`config.mk`:
```
export PLATFORM = sky130hd
export DESIGN_NAME = cpu_trace_emitter
export DESIGN_NICKNAME = d
export VERILOG_FILES = /design/src/rtl/cpu_trace_pkg.sv /design/src/rtl/nibble_to_ascii.sv /design/src/rtl/cpu_trace_emitter.sv
export SDC_FILE = /design/constraint.sdc
export NUM_CORES = 1
export LEC_CHECK = 0
export CAP_MARGIN = 10
export CORE_MARGIN = 5
export CORE_UTILIZATION = 42
export CTS_CLUSTER_SIZE = 10
export DETAILED_ROUTE_END_ITERATION = 12
export PLACE_DENSITY = 0.67
export SYNTH_ARGS = -nofsm -noshare
export SYNTH_HDL_FRONTEND = slang
export SYNTH_SLANG_ARGS = --single-unit
```
`constraint.sdc`:
```
create_clock -name clk -period 11 [get_ports clk]
set_input_delay 2.75 -clock clk [delete_from_list [all_inputs] [get_ports clk]]
set_output_delay 2.75 -clock clk [all_outputs]
set_load 0.01 [all_outputs]
```
`src/rtl/cpu_trace_pkg.sv`:
```
// Shared state encoding, ASCII constants and BCD/hex digit helpers
// for the CPU trace line emitter.
package cpu_trace_pkg;

  typedef enum logic [3:0] {
    IDLE     = 4'd0,
    HEAD     = 4'd1,
    TIME     = 4'd2,
    AT       = 4'd3,
    PC       = 4'd4,
    SEP      = 4'd5,
    GRF_ADDR = 4'd6,
    ASSIGN   = 4'd7,
    DATA     = 4'd8,
    TAIL     = 4'd9
  } state_t;

  localparam logic [7:0] CH_CARET  = 8'h5E;
  localparam logic [7:0] CH_AT     = 8'h40;
  localparam logic [7:0] CH_COLON  = 8'h3A;
  localparam logic [7:0] CH_SPACE  = 8'h20;
  localparam logic [7:0] CH_DOLLAR = 8'h24;
  localparam logic [7:0] CH_STAR   = 8'h2A;
  localparam logic [7:0] CH_LT     = 8'h3C;
  localparam logic [7:0] CH_EQ     = 8'h3D;
  localparam logic [7:0] CH_HASH   = 8'h23;

  function automatic logic bcd_valid(input logic [15:0] v);
    return (v[15:12] <= 4'd9) && (v[11:8] <= 4'd9) &&
           (v[7:4] <= 4'd9) && (v[3:0] <= 4'd9);
  endfunction

  // Index of the first digit to print; an all-zero value still prints digit 3.
  function automatic logic [1:0] bcd_first(input logic [15:0] v);
    if (v[15:12] != 4'd0) begin
      return 2'd0;
    end else if (v[11:8] != 4'd0) begin
      return 2'd1;
    end else if (v[7:4] != 4'd0) begin
      return 2'd2;
    end else begin
      return 2'd3;
    end
  endfunction

  function automatic logic [3:0] bcd_digit(input logic [15:0] v, input logic [1:0] i);
    case (i)
      2'd0:    return v[15:12];
      2'd1:    return v[11:8];
      2'd2:    return v[7:4];
      default: return v[3:0];
    endcase
  endfunction

  function automatic logic [3:0] hex_digit(input logic [31:0] v, input logic [2:0] i);
    case (i)
      3'd0:    return v[31:28];
      3'd1:    return v[27:24];
      3'd2:    return v[23:20];
      3'd3:    return v[19:16];
      3'd4:    return v[15:12];
      3'd5:    return v[11:8];
      3'd6:    return v[7:4];
      default: return v[3:0];
    endcase
  endfunction

endpackage

```
`src/rtl/nibble_to_ascii.sv`:
```
// Combinational nibble to lowercase ASCII hex/decimal digit.
module nibble_to_ascii (
  input  logic [3:0] nib,
  output logic [7:0] ascii
);

  // 0-9 map to '0'-'9', a-f map to 'a'-'f'
  always_comb begin
    if (nib < 4'd10) begin
      ascii = 8'h30 + {4'h0, nib};
    end else begin
      ascii = 8'h57 + {4'h0, nib};
    end
  end

endmodule

```
`src/rtl/cpu_trace_emitter.sv`:
```
// Serialises one latched register/memory write event into an ASCII trace
// line, one character per accepted handshake.
module cpu_trace_emitter
  import cpu_trace_pkg::*;
(
  input  logic        clk,
  input  logic        reset,
  input  logic        start,
  input  logic        kind,
  input  logic [15:0] time_bcd,
  input  logic [31:0] pc,
  input  logic [15:0] grf_bcd,
  input  logic [31:0] addr,
  input  logic [31:0] data,
  input  logic        char_ready,
  output logic [7:0]  char,
  output logic        char_valid,
  output logic        busy,
  output logic        done,
  output logic        err
);

  state_t      state, nxt_state, follow;
  logic [2:0]  idx, nxt_idx, follow_idx, field_last;
  logic        recover;
  logic        kind_q;
  logic [15:0] time_q, grf_q;
  logic [31:0] pc_q, addr_q, data_q;
  logic [1:0]  t_first, g_first;
  logic        xfer, fields_ok, accept, reject;
  logic [3:0]  nib;
  logic [7:0]  nib_char, nxt_char;

  assign xfer      = char_valid & char_ready;
  assign fields_ok = bcd_valid(time_bcd) & (kind | bcd_valid(grf_bcd));
  assign accept    = (state == IDLE) & start & fields_ok;
  assign reject    = (state == IDLE) & start & ~fields_ok;

  // Next state/index: step through the field, then jump to the next one
  always_comb begin
    nxt_state  = state;
    nxt_idx    = idx;
    field_last = 3'd0;
    follow     = IDLE;
    follow_idx = 3'd0;
    recover    = 1'b0;
    case (state)
      IDLE:     begin field_last = 3'd0; follow = HEAD; end
      HEAD:     begin field_last = 3'd0; follow = TIME; follow_idx = {1'b0, t_first}; end
      TIME:     begin field_last = 3'd3; follow = AT; end
      AT:       begin field_last = 3'd0; follow = PC; end
      PC:       begin field_last = 3'd7; follow = SEP; end
      SEP:      begin
        field_last = 3'd2;
        follow     = GRF_ADDR;
        follow_idx = kind_q ? 3'd0 : {1'b0, g_first};
      end
      GRF_ADDR: begin field_last = kind_q ? 3'd7 : 3'd3; follow = ASSIGN; end
      ASSIGN:   begin field_last = 3'd3; follow = DATA; end
      DATA:     begin field_last = 3'd7; follow = TAIL; end
      TAIL:     begin field_last = 3'd0; follow = IDLE; end
      default:  begin recover = 1'b1; end
    endcase
    if (state == IDLE) begin
      nxt_state = accept ? HEAD : IDLE;
      nxt_idx   = 3'd0;
    end else if (recover) begin
      nxt_state = IDLE;
      nxt_idx   = 3'd0;
    end else if (xfer) begin
      if (idx == field_last) begin
        nxt_state = follow;
        nxt_idx   = follow_idx;
      end else begin
        nxt_state = state;
        nxt_idx   = idx + 3'd1;
      end
    end else begin
      nxt_state = state;
      nxt_idx   = idx;
    end
  end

  // Digit source for the character about to be presented
  always_comb begin
    nib = 4'h0;
    case (nxt_state)
      TIME:     nib = bcd_digit(time_q, nxt_idx[1:0]);
      PC:       nib = hex_digit(pc_q, nxt_idx);
      GRF_ADDR: nib = kind_q ? hex_digit(addr_q, nxt_idx) : bcd_digit(grf_q, nxt_idx[1:0]);
      DATA:     nib = hex_digit(data_q, nxt_idx);
      default:  nib = 4'h0;
    endcase
  end

  nibble_to_ascii u_nibble_to_ascii (
    .nib   (nib),
    .ascii (nib_char)
  );

  // Character for the next cycle; recomputed identically while stalled
  always_comb begin
    nxt_char = 8'h00;
    case (nxt_state)
      HEAD:                   nxt_char = CH_CARET;
      TIME, PC, GRF_ADDR, DATA: nxt_char = nib_char;
      AT:                     nxt_char = CH_AT;
      SEP: begin
        case (nxt_idx)
          3'd0:    nxt_char = CH_COLON;
          3'd1:    nxt_char = CH_SPACE;
          default: nxt_char = kind_q ? CH_STAR : CH_DOLLAR;
        endcase
      end
      ASSIGN: begin
        case (nxt_idx)
          3'd1:    nxt_char = CH_LT;
          3'd2:    nxt_char = CH_EQ;
          default: nxt_char = CH_SPACE;
        endcase
      end
      TAIL:                   nxt_char = CH_HASH;
      default:                nxt_char = 8'h00;
    endcase
  end

  // Sequencer state and registered handshake/status outputs
  always_ff @(posedge clk) begin
    if (reset) begin
      state      <= IDLE;
      idx        <= 3'd0;
      char       <= 8'h00;
      char_valid <= 1'b0;
      busy       <= 1'b0;
      done       <= 1'b0;
      err        <= 1'b0;
    end else begin
      state      <= nxt_state;
      idx        <= nxt_idx;
      char       <= nxt_char;
      char_valid <= (nxt_state != IDLE);
      busy       <= (nxt_state != IDLE);
      done       <= (state == TAIL) & xfer;
      err        <= reject;
    end
  end

  // Field snapshot taken only when a line is accepted
  always_ff @(posedge clk) begin
    if (reset) begin
      kind_q  <= 1'b0;
      time_q  <= 16'h0000;
      grf_q   <= 16'h0000;
      pc_q    <= 32'h0000_0000;
      addr_q  <= 32'h0000_0000;
      data_q  <= 32'h0000_0000;
      t_first <= 2'd0;
      g_first <= 2'd0;
    end else if (accept) begin
      kind_q  <= kind;
      time_q  <= time_bcd;
      grf_q   <= grf_bcd;
      pc_q    <= pc;
      addr_q  <= addr;
      data_q  <= data;
      t_first <= bcd_first(time_bcd);
      g_first <= bcd_first(grf_bcd);
    end
  end

endmodule

```
---- Word-level counts from Yosys, hierarchy flattened ----
Index checks and enable logic that the tools add are counted.
W data, S select, Z words.
word-level totals
  flip-flop bits (word level) ............. 151
  output and inout bits ................... 12
  logic and storage cells ................. 113
cells by class
  eq/ne operators ......................... 27
  muxes and demuxes ....................... 32
  $lt $le $gt $ge ......................... 9
  reductions and logical operators ........ 20
  bitwise gates (word level) .............. 8
  add/subtract/negate cells ............... 3
operators with widths
  kind                   count
  $pmux W4 S7            3
  $pmux W8 S6            1
  $eq A4 B3 Y1 const B   8
  $le A4 B4 Y1 const B   8
  $pmux W4 S8            1
  $reduce_bool A4 Y1     7
  $mux W4                6
  $pmux W4 S3            2
  $pmux W5 S2            2
  $eq A4 B2 Y1 const B   4
  $eq A4 B4 Y1 const B   4
  $pmux W4 S4            1
  $mux W3                5
  $pmux W3 S4            1
  $mux W2                5
  $reduce_or A10 Y1      1
  $eq A3 B3 Y1 const B   3
  $add A7 B4 Y8 const A  1
  $eq A4 B1 Y1 const B   2
  $mux W8                1
  $add A6 B4 Y7 const A  1
  $and A1 B1 Y1          6
  $eq A3 B2 Y1 const B   2
  $logic_and A1 B1 Y1    6
  other kinds (15)       18

---- Longest topological paths before layout ----
Gate-level depths: netlist (run 1).
  word-level depth ........................ 15
  mapped depth ............................ 20
  mapped depth without buffers ............ 15

---- Modules after synthesis ----
From an unflattened synthesis (run 1), not the netlist that was laid out.
second synthesis, totals
  cells, all modules ...................... 970
  area total of the unflattened synthesis .. 7,310.8 um^2
modules (own cells, without submodules)
  module             cells an instance  seq. area each (um^2)  times used  area an instance (um^2)
  cpu_trace_emitter  953                3,022.9                1           7,188.1
  nibble_to_ascii    17                 0.0                    1           122.6

---- Worst setup path before layout (run 1) ----
OpenSTA, ideal clock, no wires.
  kind .................................... input to register
  start ................................... input char_ready
  end ..................................... register char[2]
  stages on the path ...................... 14
  data required time ...................... 10,925 ps
  slack ................................... 5,180 ps
  data arrival time ....................... 5,745 ps
  buffers on the path ..................... 0
  library setup time ...................... 75 ps
  path through ............................ and2_1 nand3_1 nor2_1 a311o_1 nor2_2 mux2_2 a221o_1 o21ai_1 a311oi_1 a2111oi_2 ha_1 inv_1 or4_1 a31oi_1
on the way
  word-level cells in the longest chain between the ends .. 11
  elaborated cells between the ends (all ways) .. 41
  classes of those cells .................. add/sub: 2; order compare: 1; eq/ne: 17; mux: 17; bitwise: 1; reduce/logical: 3
ends and longest elaborated chain
  item                                         RTL line                                  source
  start, declared                              cpu_trace_emitter.sv:15                   input logic char_ready,
  $and A1 B1 Y1 (*)                            cpu_trace_emitter.sv:34                   assign xfer = char_valid & char_ready;
  $mux W3                                      cpu_trace_emitter.sv:70                   end else if (xfer) begin
  $mux W3                                      cpu_trace_emitter.sv:67                   end else if (recover) begin
  $mux W3                                      cpu_trace_emitter.sv:64                   if (state == IDLE) begin
  $eq A3 B3 Y1, or another cell as far along   cpu_trace_pkg.sv:56                       case (i)
  $pmux W4 S7 or $pmux W4 S3 (tied branches)   cpu_trace_pkg.sv:56, cpu_trace_pkg.sv:47
  $mux W4                                      cpu_trace_emitter.sv:90                   GRF_ADDR: nib = kind_q ? hex_digit(addr_q, nxt_idx) : bcd_digit(grf_q, nxt_idx[1:0]);
  $pmux W4 S4                                  cpu_trace_emitter.sv:87                   case (nxt_state)
  $add A7 B4 Y8, or another cell as far along  nibble_to_ascii.sv:12                     ascii = 8'h57 + {4'h0, nib};
  $mux W8                                      nibble_to_ascii.sv:9                      if (nib < 4'd10) begin
  $pmux W8 S6 (*)                              cpu_trace_emitter.sv:104                  case (nxt_state)
  end signal, assigned                         cpu_trace_emitter.sv:140                  char <= nxt_char;
  end, declared                                cpu_trace_emitter.sv:16                   output logic [7:0] char,
Mark *: on every way between the ends. The rest lies on a longest branch, timed or not.
A chain may end at the register's enable or synchronous reset.

---- Worst setup path in the final report (run 1) ----
Same ends and word-level chain as after synthesis.

==> results of run 1 <==
synthesized netlist by cell type (all sizes together) (4+ instances only):
cell	instances	area [um2]
a311oi	5	43.8
nand4	6	37.5
a21oi	149	746
mux2	8	90.1
a221oi	7	61.3
clkbuf	52	195
o21ai	21	105
xnor2	5	43.8
nor4	10	68.8
buf	25	184
nand2b	5	31.3
nand3	34	170
and3	4	25.0
o21a	4	30.0
a21boi	4	30.0
nor3	14	70.1
mux2i	29	290
a211o	4	35.0
a211oi	4	30.0
a31oi	5	31.3
nor2	22	87.6
nand2	333	1250
o211ai	4	43.8
dfxtp	150	3000
inv	8	30.0
registers in the layout (all words and copies together), names as in the netlist:
name     cells
done         1
grf_q       16
err          1
data_q      32
pc_q        32
time_q      16
addr_q      32
busy         1
state        4
g_first      2
char         7
t_first      2
idx          3
kind_q       1
worst max-delay path, stage by stage:
cell,delay [ps]
clkdlybuf4s50_1,490
and2_1,240
nand3_1,100
a21oi_1,680
a211o_1,350
or2_1,830
a311oi_1,180
o311ai_0,450
o2111ai_2,250
inv_2,130
ha_1,150
inv_1,60
or4_1,510
a31oi_1,160
stage by stage:
stage                     hold slack, ps  instances  setup slack (ps)  power, uW
after floorplan                      431        969              5180        602
after global placement               440       1270              3770        662
after detailed placement             445       1270              3630        662
after CTS                            454       1298              4040       1240
after global routing                 465       1298              3690       1280
final                                452       1298              4010       1230
logic make-up after synthesis:
logic type / share of synthesized area, %
buffers and inverters: 5.64
XOR/XNOR: 0.725
AND/OR/NAND/NOR: 25.9
flip-flops: 41.4
multiplexers: 5.25
adder cells (fa/ha/maj): 0.483
AO/OA/AOI/OAI: 20.5
other: 0.0517
layout by cell type (no fill, tap or decap), types with 4 or more instances in the layout:
master,count
nor2_1,20
inv_1,7
and3_1,4
clkbuf_16,17
a21oi_1,149
nor3_1,13
buf_4,11
nand4_1,6
a211o_1,4
nor4_1,9
clkdlybuf4s50_1,142
a211oi_1,4
nand3_1,33
mux2i_1,29
o21a_1,4
a221oi_1,7
mux2_2,8
a31oi_1,5
a311oi_1,5
xnor2_1,5
o21ai_0,20
dfxtp_1,150
nand2b_1,5
nand2_1,333
power by group:
group / switching (uW) / internal (uW)
Combinational: 38.4 / 52.9
Clock: 219 / 363
Sequential: 6.10 / 553
Total: 263 / 970
final cells by class:
| class | instances | share of cell area, % |
|---|---|---|
| multi-input cells | 734 | 41.7 |
| well taps | 225 | 3.04 |
| clock inverters | 8 | 1.35 |
| repair buffers | 153 | 16.2 |
| flip-flops and latches | 150 | 32.4 |
| clock buffers | 20 | 4.93 |
| inverters | 8 | 0.324 |
metal layers:
layer,part of all wire (%),up-vias
li1,-,3520
met1,45,3228
met2,45,252
met3,7.2,34
met4,2.2,0
met5,0,-
worst max-delay path by stage:
stage	to	slack, ps
4_1_cts	char[2]	4040
2_1_floorplan	char[2]	5180
3_3_place_gp	char[2]	3770
6_report	char[2]	4010
5_1_grt	char[2]	3690
3_5_place_dp	char[2]	3630
==> reports/qor.csv, run 1 <==
stage;metric;value;unit
status;status;completed;
die;Die Wd;141;um
yosys;Yosys Warn Count;0;
setup_path;Reg2Reg Depth;14;
min_path;Cells on Worst Hold Path;2;
cts;CTS root buf;clkbuf_16;
placement;Area after DPL;8680;um2
yosys;Post-synth EDFFs;0;
cts;clock transition at the registers of the reported paths;60;ps
finish;area grow syn2layout;27.7;%
cts;Num CTS Buffers;17;
drt;DR vias;7034;
finish;Fill cells;1681;
drt;drt wl/cell;16.5;um
timing;Fin. Hold Viols;0;
cts;clock buffer depth;2;
global_routing;first-pass GRT wire length;34.2;mm
placement;Port Buffers;143;
setup_path;flop2flop setup slack;5520;ps
power_and_ir_drop;Peak supply drop;0.000116;V
die;Die Span Y;141;um
die;DIE AREA;20000;um2
cts;Skew-Pair Late Insertion Delay;430;ps
timing;FMAX;143;MHz
setup_path;startpoint types;input pin;
global_routing;vias in the first global route;6519;
yosys;Async S/R FF share, synth;0;%
cts;# clock sinks;150;
finish;layout cell share with drive strength beyond 1;5.78;%
drt;final wirelength;21.4;mm
cts;H-tree levels;4;
global_routing;met2 Usage GRT;32.0;%
min_path;Worst Hold Class;register to register;
die;row count;48;
cts;buffer count from post-CTS setup fixing;0;
finish;FF/Latch Area;3000;um2
finish;multi-input combinational cell area;3860;um2
global_routing;GR Util met1;29.8;%
timing;endpoints failing setup;0;
setup_path;crit path from;char_ready;
setup_path;Critical R2R Launch;state[2];
global_routing;met3 GRT Util;5.39;%
setup_path;CP Max Fanout;28;
timing;period utilization;63.5;%
timing;RSZ-0062 raised after global routing;no;
die;Top-Level Pins;145;
die;Core ar.;17100;um2
timing;Setup Skew;9.12;ps
yosys;Post-Syn Area per Cell;7.48;um2
finish;fin util;54.1;%
setup_path;r2r endpoint;char[2];
timing;slew of the pin with the lowest slew margin;1040;ps
global_routing;grt ovf;0;
setup_path;crit path kind;input pin to register;
drt;DRC viols;0;
power_and_ir_drop;Power Density;133;nW/um2
timing;slew margin rel.;30.4;%
placement;dpl hpwl;15.1;mm
timing;Tmin final;6990;ps
global_routing;initial antenna violation count;0;
drt;DRT antenna net count;0;
power_and_ir_drop;leak pwr;0.00319;uW
yosys;register area share after synthesis;41.4;%
cts;TritonCTS clock tree;built;
die;Starting Density;42.3;%
yosys;Top FF cell, synth;dfxtp_1;
yosys;Seq cells post-synth;150;
flow_run;max_cap viols;0;
setup_path;Worst EP required;11350;ps
min_path;min-delay src;pc_q[14];
setup_path;Worst EP arrival;7340;ps
yosys;Netlist cell types;70;
timing;setup_tns;0;ps
global_routing;GRT Util Overall;21.3;%
global_routing;pin count of the biggest net entering global routing;98;
drt;post-DR vias/cell;5.42;
timing;Slew Limit Fails;0;
finish;final net count;1199;
finish;diode count;0;
drt;initial DRC count;643;
cts;post_cts resized;0;
placement;routability cong.;0.874;
yosys;cell area after synthesis;7250;um2
yosys;Post-Syn Nets;1104;
setup_path;Worst setup EP type;register;
global_routing;GR peak layer;met2;
min_path;WHS Endpoint;pc_q[14];
drt;drt pass-1 iters;6;
finish;finished layout cell area;9260;um2
cts;cts hold-fix bufs;0;
yosys;Syn Inst Count;969;
Power figures use the tool's default switching activity.
==> run 2, diff against run 1 <==
PLACE_DENSITY = 0.7   (was 0.67)
clock period = 6.3 ns   (was 11 ns; I/O delays follow)
==> run 2 against run 1 <==
Utilization rose by 0.59 points. Wire length rose by 0.44%. Register-to-register slack got worse by 4200 ps. Highest routed layer unchanged. First-iteration DRC count fell by 15%. Non-clock buffer count rose by 5. Cell count rose by 0.69%. Critical path type unchanged. Sequential share of layout area fell by 0.35 points. Clock skew fell by 0.85 ps. Final area rose by 1.1%. Worst hold slack improved by 1.9 ps. Critical path depth rose by 1. Sequential power rose by 75%.
==> reports/qor.csv, run 2 (synthesis gave the netlist of run 1 again) <==
stage;metric;value;unit;change
status;status;completed;;unchanged
power_and_ir_drop;leak pwr;0.00325;uW;was 0.00319 uW
cts;post_cts resized;0;;unchanged
setup_path;Worst path slowest cell;or4_1;;was or2_1
finish;diode count;0;;unchanged
placement;Post-Place Worst Slack;757;ps;was 3630 ps
die;Starting Density;42.3;%;unchanged
placement;dpl hpwl;15.7;mm;was 15.1 mm
setup_path;CP Max Fanout;25;;was 28
timing;Slew Limit Fails;0;;unchanged
die;Die Wd;141;um;unchanged
cts;clock transition at the registers of the reported paths;60;ps;about the same
timing;endpoints failing setup;0;;unchanged
cts;H-tree levels;4;;unchanged
finish;area grow syn2layout;29.1;%;was 27.7%
drt;drt wl/cell;16.5;um;about the same
drt;initial DRC count;545;;was 643
timing;setup_tns;0;ps;unchanged
min_path;Worst Hold Class;register to register;;unchanged
power_and_ir_drop;total power;2190;uW;was 1230 uW
die;Core ar.;17100;um2;unchanged
global_routing;pin count of the biggest net entering global routing;105;;was 98
drt;post-DR vias/cell;5.41;;was 5.42
drt;DRC viols;0;;unchanged
placement;Area after DPL;8740;um2;was 8680 um2
timing;slew margin rel.;41.2;%;was 30.4%
global_routing;first-pass GRT wire length;34.4;mm;was 34.2 mm
cts;TritonCTS clock tree;built;;unchanged
timing;Setup Skew;8.27;ps;was 9.12 ps
timing;slew of the pin with the lowest slew margin;880;ps;was 1040 ps
finish;fin cells;1307;;was 1298
timing;Tmin final;5160;ps;
cts;# clock sinks;150;;unchanged
flow_run;max_cap viols;0;;unchanged
timing;FMAX;194;MHz;
timing;Fin. Hold Viols;0;;unchanged
setup_path;Worst EP required;6660;ps;was 11350 ps
finish;finished layout cell area;9360;um2;was 9260 um2
finish;Fill cells;1669;;was 1681
finish;final net count;1204;;was 1199
setup_path;Worst EP arrival;5520;ps;was 7340 ps
global_routing;grt ovf;0;;unchanged
setup_path;Most common cell on crit path;nor2_1;;
setup_path;crit path kind;input pin to register;;unchanged
timing;worst setup slack after layout;1140;ps;was 4010 ps
finish;FF/Latch Area;3000;um2;unchanged
setup_path;Critical Path, Cell by Cell;clkdlybuf4s50_1 > and2_1 > nor2_1 > a211oi_1 > a21bo_2 > buf_12 > nor2_1 > nand2_1 > o21ai_0 > a21oi_1 > a2111oi_2 > ha_1 > inv_1 > or4_1 > a31oi_1;;was clkdlybuf4s50_1 > and2_1 > nand3_1 > a21oi_1 > a211o_1 > or2_1 > a311oi_1 > o311ai_0 > o2111ai_2 > inv_2 > ha_1 > inv_1 > or4_1 > a31oi_1
cts;buffer count from post-CTS setup fixing;0;;unchanged
power_and_ir_drop;Power Density;233;nW/um2;was 133 nW/um2
cts;Skew-Pair Late Insertion Delay;440;ps;was 430 ps
setup_path;slowest stage delay, CP;520;ps;was 830 ps
timing;period utilization;81.8;%;
cts;clock buffer depth;2;;unchanged
cts;CTS root buf;clkbuf_16;;unchanged
die;Die Span Y;141;um;unchanged
die;Top-Level Pins;145;;unchanged
setup_path;Top delay family on crit path;compound AO/OA/AOI/OAI gates;;unchanged
global_routing;vias in the first global route;6615;;was 6519
cts;cts hold-fix bufs;0;;unchanged
placement;Port Buffers;143;;unchanged
finish;multi-input combinational cell area;3860;um2;unchanged
cts;Num CTS Buffers;17;;unchanged
drt;drt pass-1 iters;4;;was 6
finish;commonest non-fill, non-tap cell in the layout;nand2_1;;unchanged
global_routing;GRT Util Overall;21.7;%;was 21.3%
finish;commonest non-fill, non-tap cells in the layout;nand2_1 (333), dfxtp_1 (150), a21oi_1 (149), clkdlybuf4s50_1 (142), nand3_1 (33);;unchanged
setup_path;startpoint types;input pin;;unchanged
drt;final wirelength;21.5;mm;was 21.4 mm
drt;DRT antenna net count;0;;unchanged
placement;Placed Instances;1275;;was 1270
power_and_ir_drop;Peak supply drop;0.000190;V;was 0.000116 V
setup_path;Worst setup EP type;register;;unchanged
die;row count;48;;unchanged
finish;top flop regs;addr_q (32), data_q (32), pc_q (32);;unchanged
timing;RSZ-0062 raised after global routing;no;;unchanged
placement;routability cong.;0.908;;was 0.874
global_routing;initial antenna violation count;0;;unchanged
die;DIE AREA;20000;um2;unchanged
finish;layout cell share with drive strength beyond 1;6.65;%;was 5.78%
drt;DR vias;7069;;was 7034
setup_path;crit path buf inv count;3;;unchanged
==> run 2: cell types whose count changed in the layout (fill, tap and decap cells not counted), moves of 2 or more <==
cell	previous run	this run
buf_12	0	2
clkbuf_8	2	4
inv_8	0	2
buf_4	11	14
clkinv_4	1	5
==> run 2: worst reg2reg max path, stage by stage, from the launching register on <==
cell       delay [ps]
dfxtp_1           890
nand2b_1          250
a211oi_1          110
a21oi_1           300
nand2_1            90
a311oi_1          670
or2_1             590
a311oi_1          200
o311ai_0          480
o2111ai_2         280
inv_2             140
ha_1              150
inv_1              50
or4_1             520
a31oi_1           170
==> run 2: final timing paths <==
check	cells past startpoint	slack (ps)	startpoint	endpoint
setup / recovery	15	1140	char_ready	char[2]
hold reg to reg	2	450	t_first[1]	t_first[1]
setup reg to reg	14	1330	state[2]	char[2]
hold / removal	2	450	t_first[1]	t_first[1]
==> run 2: cell type report <==
type	instances	area share (%)
clock buffer	21	5.13
inverter	8	0.321
timing repair buffer	158	16.7
sequential	150	32.1
tap	225	3.01
clock inverter	11	1.50
multi-input combinational	734	41.2
==> run 2: per-stage QoR <==
step,utilization (%),hold slack [ps]
2_1_floorplan,-,431
3_3_place_gp,51.1,439
3_5_place_dp,51.1,446
4_1_cts,54.7,454
5_1_grt,54.7,471
6_report,54.7,454
==> run 2: metal layers <==
layer / vias to the layer above / GRT usage [%] / share of wire (%)
li1: 3538 / - / -
met4: 0 / 8.84 / 2.7
met3: 39 / 4.25 / 6.0
met2: 214 / 34.2 / 46
met1: 3278 / 29.2 / 45
met5: - / 0 / 0
==> run 2: power breakdown <==
| part | internal [uW] | total (uW) | switching [uW] |
|---|---|---|---|
| clock | 633 | 1050 | 415 |
| combinational | 92.8 | 159 | 66.1 |
| sequential | 966 | 978 | 12.1 |
==> run 3, diff against run 2 <==
PLACE_DENSITY = 0.67   (was 0.7)
clock period = 5.4 ns   (was 6.3 ns; I/O delays follow)
==> run 3 against run 2 <==
Worst hold slack better by 0.68 ps. Sequential cell count unchanged. Global-route usage up 0.057 points. Utilization up 0.20 points. Wire length up 0.96%. Final area up 0.36%. Highest routed layer unchanged. Cell count up 0.92%.
==> reports/qor.csv, run 3 (synthesis gave the netlist of run 1 again) <==
stage;metric;value;unit;change
status;status;completed;;unchanged
global_routing;first-pass GRT wire length;34.7;mm;was 34.4 mm
placement;Post-Place Worst Slack;266;ps;was 757 ps
cts;buffer count from post-CTS setup fixing;0;;unchanged
min_path;min-delay src;grf_q[15];;was t_first[1]
drt;initial DRC count;648;;was 545
cts;# clock sinks;150;;unchanged
finish;layout cell share with drive strength beyond 1;7.59;%;was 6.65%
drt;post-DR vias/cell;5.41;;about the same
finish;top flop regs;addr_q (32), data_q (32), pc_q (32);;unchanged
die;Die Wd;141;um;unchanged
setup_path;Worst path slowest cell;or4_1;;unchanged
cts;clock buffer depth;2;;unchanged
drt;DRC viols;0;;unchanged
placement;routability cong.;0.898;;was 0.908
drt;DR vias;7131;;was 7069
global_routing;GRT Util Overall;21.7;%;about the same
global_routing;initial antenna violation count;0;;unchanged
setup_path;Critical R2R Launch;state[3];;was state[2]
setup_path;crit path kind;input pin to register;;unchanged
setup_path;CP Max Fanout;13;;was 25
cts;Num CTS Buffers;17;;unchanged
setup_path;flop2flop setup slack;750;ps;was 1330 ps
die;Starting Density;42.3;%;unchanged
drt;drt wl/cell;16.5;um;about the same
timing;FMAX;210;MHz;
timing;Fin. Hold Viols;0;;unchanged
setup_path;Reg2Reg Depth;16;;was 14
power_and_ir_drop;total power;2460;uW;was 2190 uW
cts;Skew-Pair Late Insertion Delay;430;ps;was 440 ps
min_path;Worst Hold Class;register to register;;unchanged
setup_path;startpoint types;input pin;;unchanged
timing;Slew Limit Fails;0;;unchanged
timing;endpoints failing setup;0;;unchanged
setup_path;Critical Path, Cell by Cell;clkdlybuf4s50_1 > and2_1 > nand3_1 > a21oi_1 > a21bo_2 > nor2_1 > a221o_1 > o21ai_1 > a311oi_1 > a2111oi_2 > ha_1 > inv_1 > or4_1 > a31oi_1;;was clkdlybuf4s50_1 > and2_1 > nor2_1 > a211oi_1 > a21bo_2 > buf_12 > nor2_1 > nand2_1 > o21ai_0 > a21oi_1 > a2111oi_2 > ha_1 > inv_1 > or4_1 > a31oi_1
setup_path;r2r endpoint;char[2];;unchanged
drt;final wirelength;21.7;mm;was 21.5 mm
cts;post_cts resized;0;;unchanged
flow_run;max_cap viols;0;;unchanged
min_path;WHS Endpoint;grf_q[15];;was t_first[1]
timing;Tmin final;4760;ps;
timing;slew of the pin with the lowest slew margin;892;ps;was 880 ps
finish;finished layout cell area;9390;um2;was 9360 um2
setup_path;Worst setup EP type;register;;unchanged
placement;dpl hpwl;15.9;mm;was 15.7 mm
setup_path;slowest stage delay, CP;520;ps;about the same
timing;slew margin rel.;40.5;%;was 41.2%
timing;RSZ-0062 raised after global routing;no;;unchanged
placement;Port Buffers;143;;unchanged
setup_path;Worst EP required;5760;ps;was 6660 ps
finish;area grow syn2layout;29.6;%;was 29.1%
timing;period utilization;88.2;%;
die;DIE AREA;20000;um2;unchanged
die;Core ar.;17100;um2;unchanged
power_and_ir_drop;leak pwr;0.00327;uW;was 0.00325 uW
global_routing;vias in the first global route;6669;;was 6615
cts;clock transition at the registers of the reported paths;60;ps;about the same
timing;Setup Skew;6.58;ps;was 8.27 ps
drt;drt pass-1 iters;6;;was 4
die;row count;48;;unchanged
cts;TritonCTS clock tree;built;;unchanged
min_path;Cells on Worst Hold Path;2;;unchanged
cts;CTS root buf;clkbuf_16;;unchanged
finish;diode count;0;;unchanged
cts;H-tree levels;4;;unchanged
finish;commonest non-fill, non-tap cell in the layout;nand2_1;;unchanged
power_and_ir_drop;Power Density;262;nW/um2;was 233 nW/um2
timing;worst setup slack after layout;636;ps;was 1140 ps
finish;commonest non-fill, non-tap cells in the layout;nand2_1 (333), dfxtp_1 (150), a21oi_1 (149), clkdlybuf4s50_1 (142), nand3_1 (33);;unchanged
cts;cts hold-fix bufs;0;;unchanged
die;Top-Level Pins;145;;unchanged
die;Die Span Y;141;um;unchanged
finish;final net count;1216;;was 1204
timing;setup_tns;0;ps;unchanged
global_routing;grt ovf;0;;unchanged
setup_path;Worst EP arrival;5120;ps;was 5520 ps
power_and_ir_drop;Peak supply drop;0.000231;V;was 0.000190 V
global_routing;pin count of the biggest net entering global routing;134;;was 105
placement;Area after DPL;8830;um2;was 8740 um2
drt;DRT antenna net count;0;;unchanged
-- run 3: power by group --
part	switching, uW	total, uW	internal, uW
registers	13.7	1140	1130
logic	77.1	186	109
clock network	484	1130	650
total	574	2460	1890
-- run 3: final cells by class --
| type | count | area, um2 |
|---|---|---|
| Clock inverter | 13 | 121 |
| Tap cell | 225 | 282 |
| Multi-Input combinational cell | 734 | 3860 |
| Inverter | 8 | 30.0 |
| Sequential cell | 150 | 3000 |
| Clock buffer | 19 | 443 |
| Fill cell | 1660 | 7720 |
| Timing Repair Buffer | 170 | 1660 |
-- run 3: routing by layer --
metal  global-route usage (%)  wire length, um  up-vias
met5                        0                0        -
met4                     6.36              375        0
met3                     5.46             1320       34
met2                     34.2            10100      215
met1                     29.6             9930     3327
li1                         -                -     3555
-- run 3: worst max path at each step --
stage               start       to  cells after the start
2_1_floorplan  char_ready  char[2]                     14
3_3_place_gp   char_ready  char[2]                     14
3_5_place_dp   char_ready  char[2]                     14
4_1_cts        char_ready  char[2]                     14
5_1_grt        char_ready  char[2]                     14
6_report       char_ready  char[2]                     14
-- run 3: critical path: cells and delay by family --
| family | cells | cell delay [ps] |
|---|---|---|
| buffers and inverters | 2 | 540 |
| AO/OA/AOI/OAI | 7 | 1980 |
| AND/OR/NAND/NOR | 4 | 1000 |
| adder cells (fa/ha/maj) | 1 | 240 |
-- run 3: metrics by stage --
stage                     instances  utilization [%]  hold slack (ps)
after floorplan                 969                -              431
after global placement         1287             51.6              441
after detailed placement       1287             51.6              447
after CTS                      1319             54.9              456
after global routing           1319             54.9              477
final                          1319             54.9              454
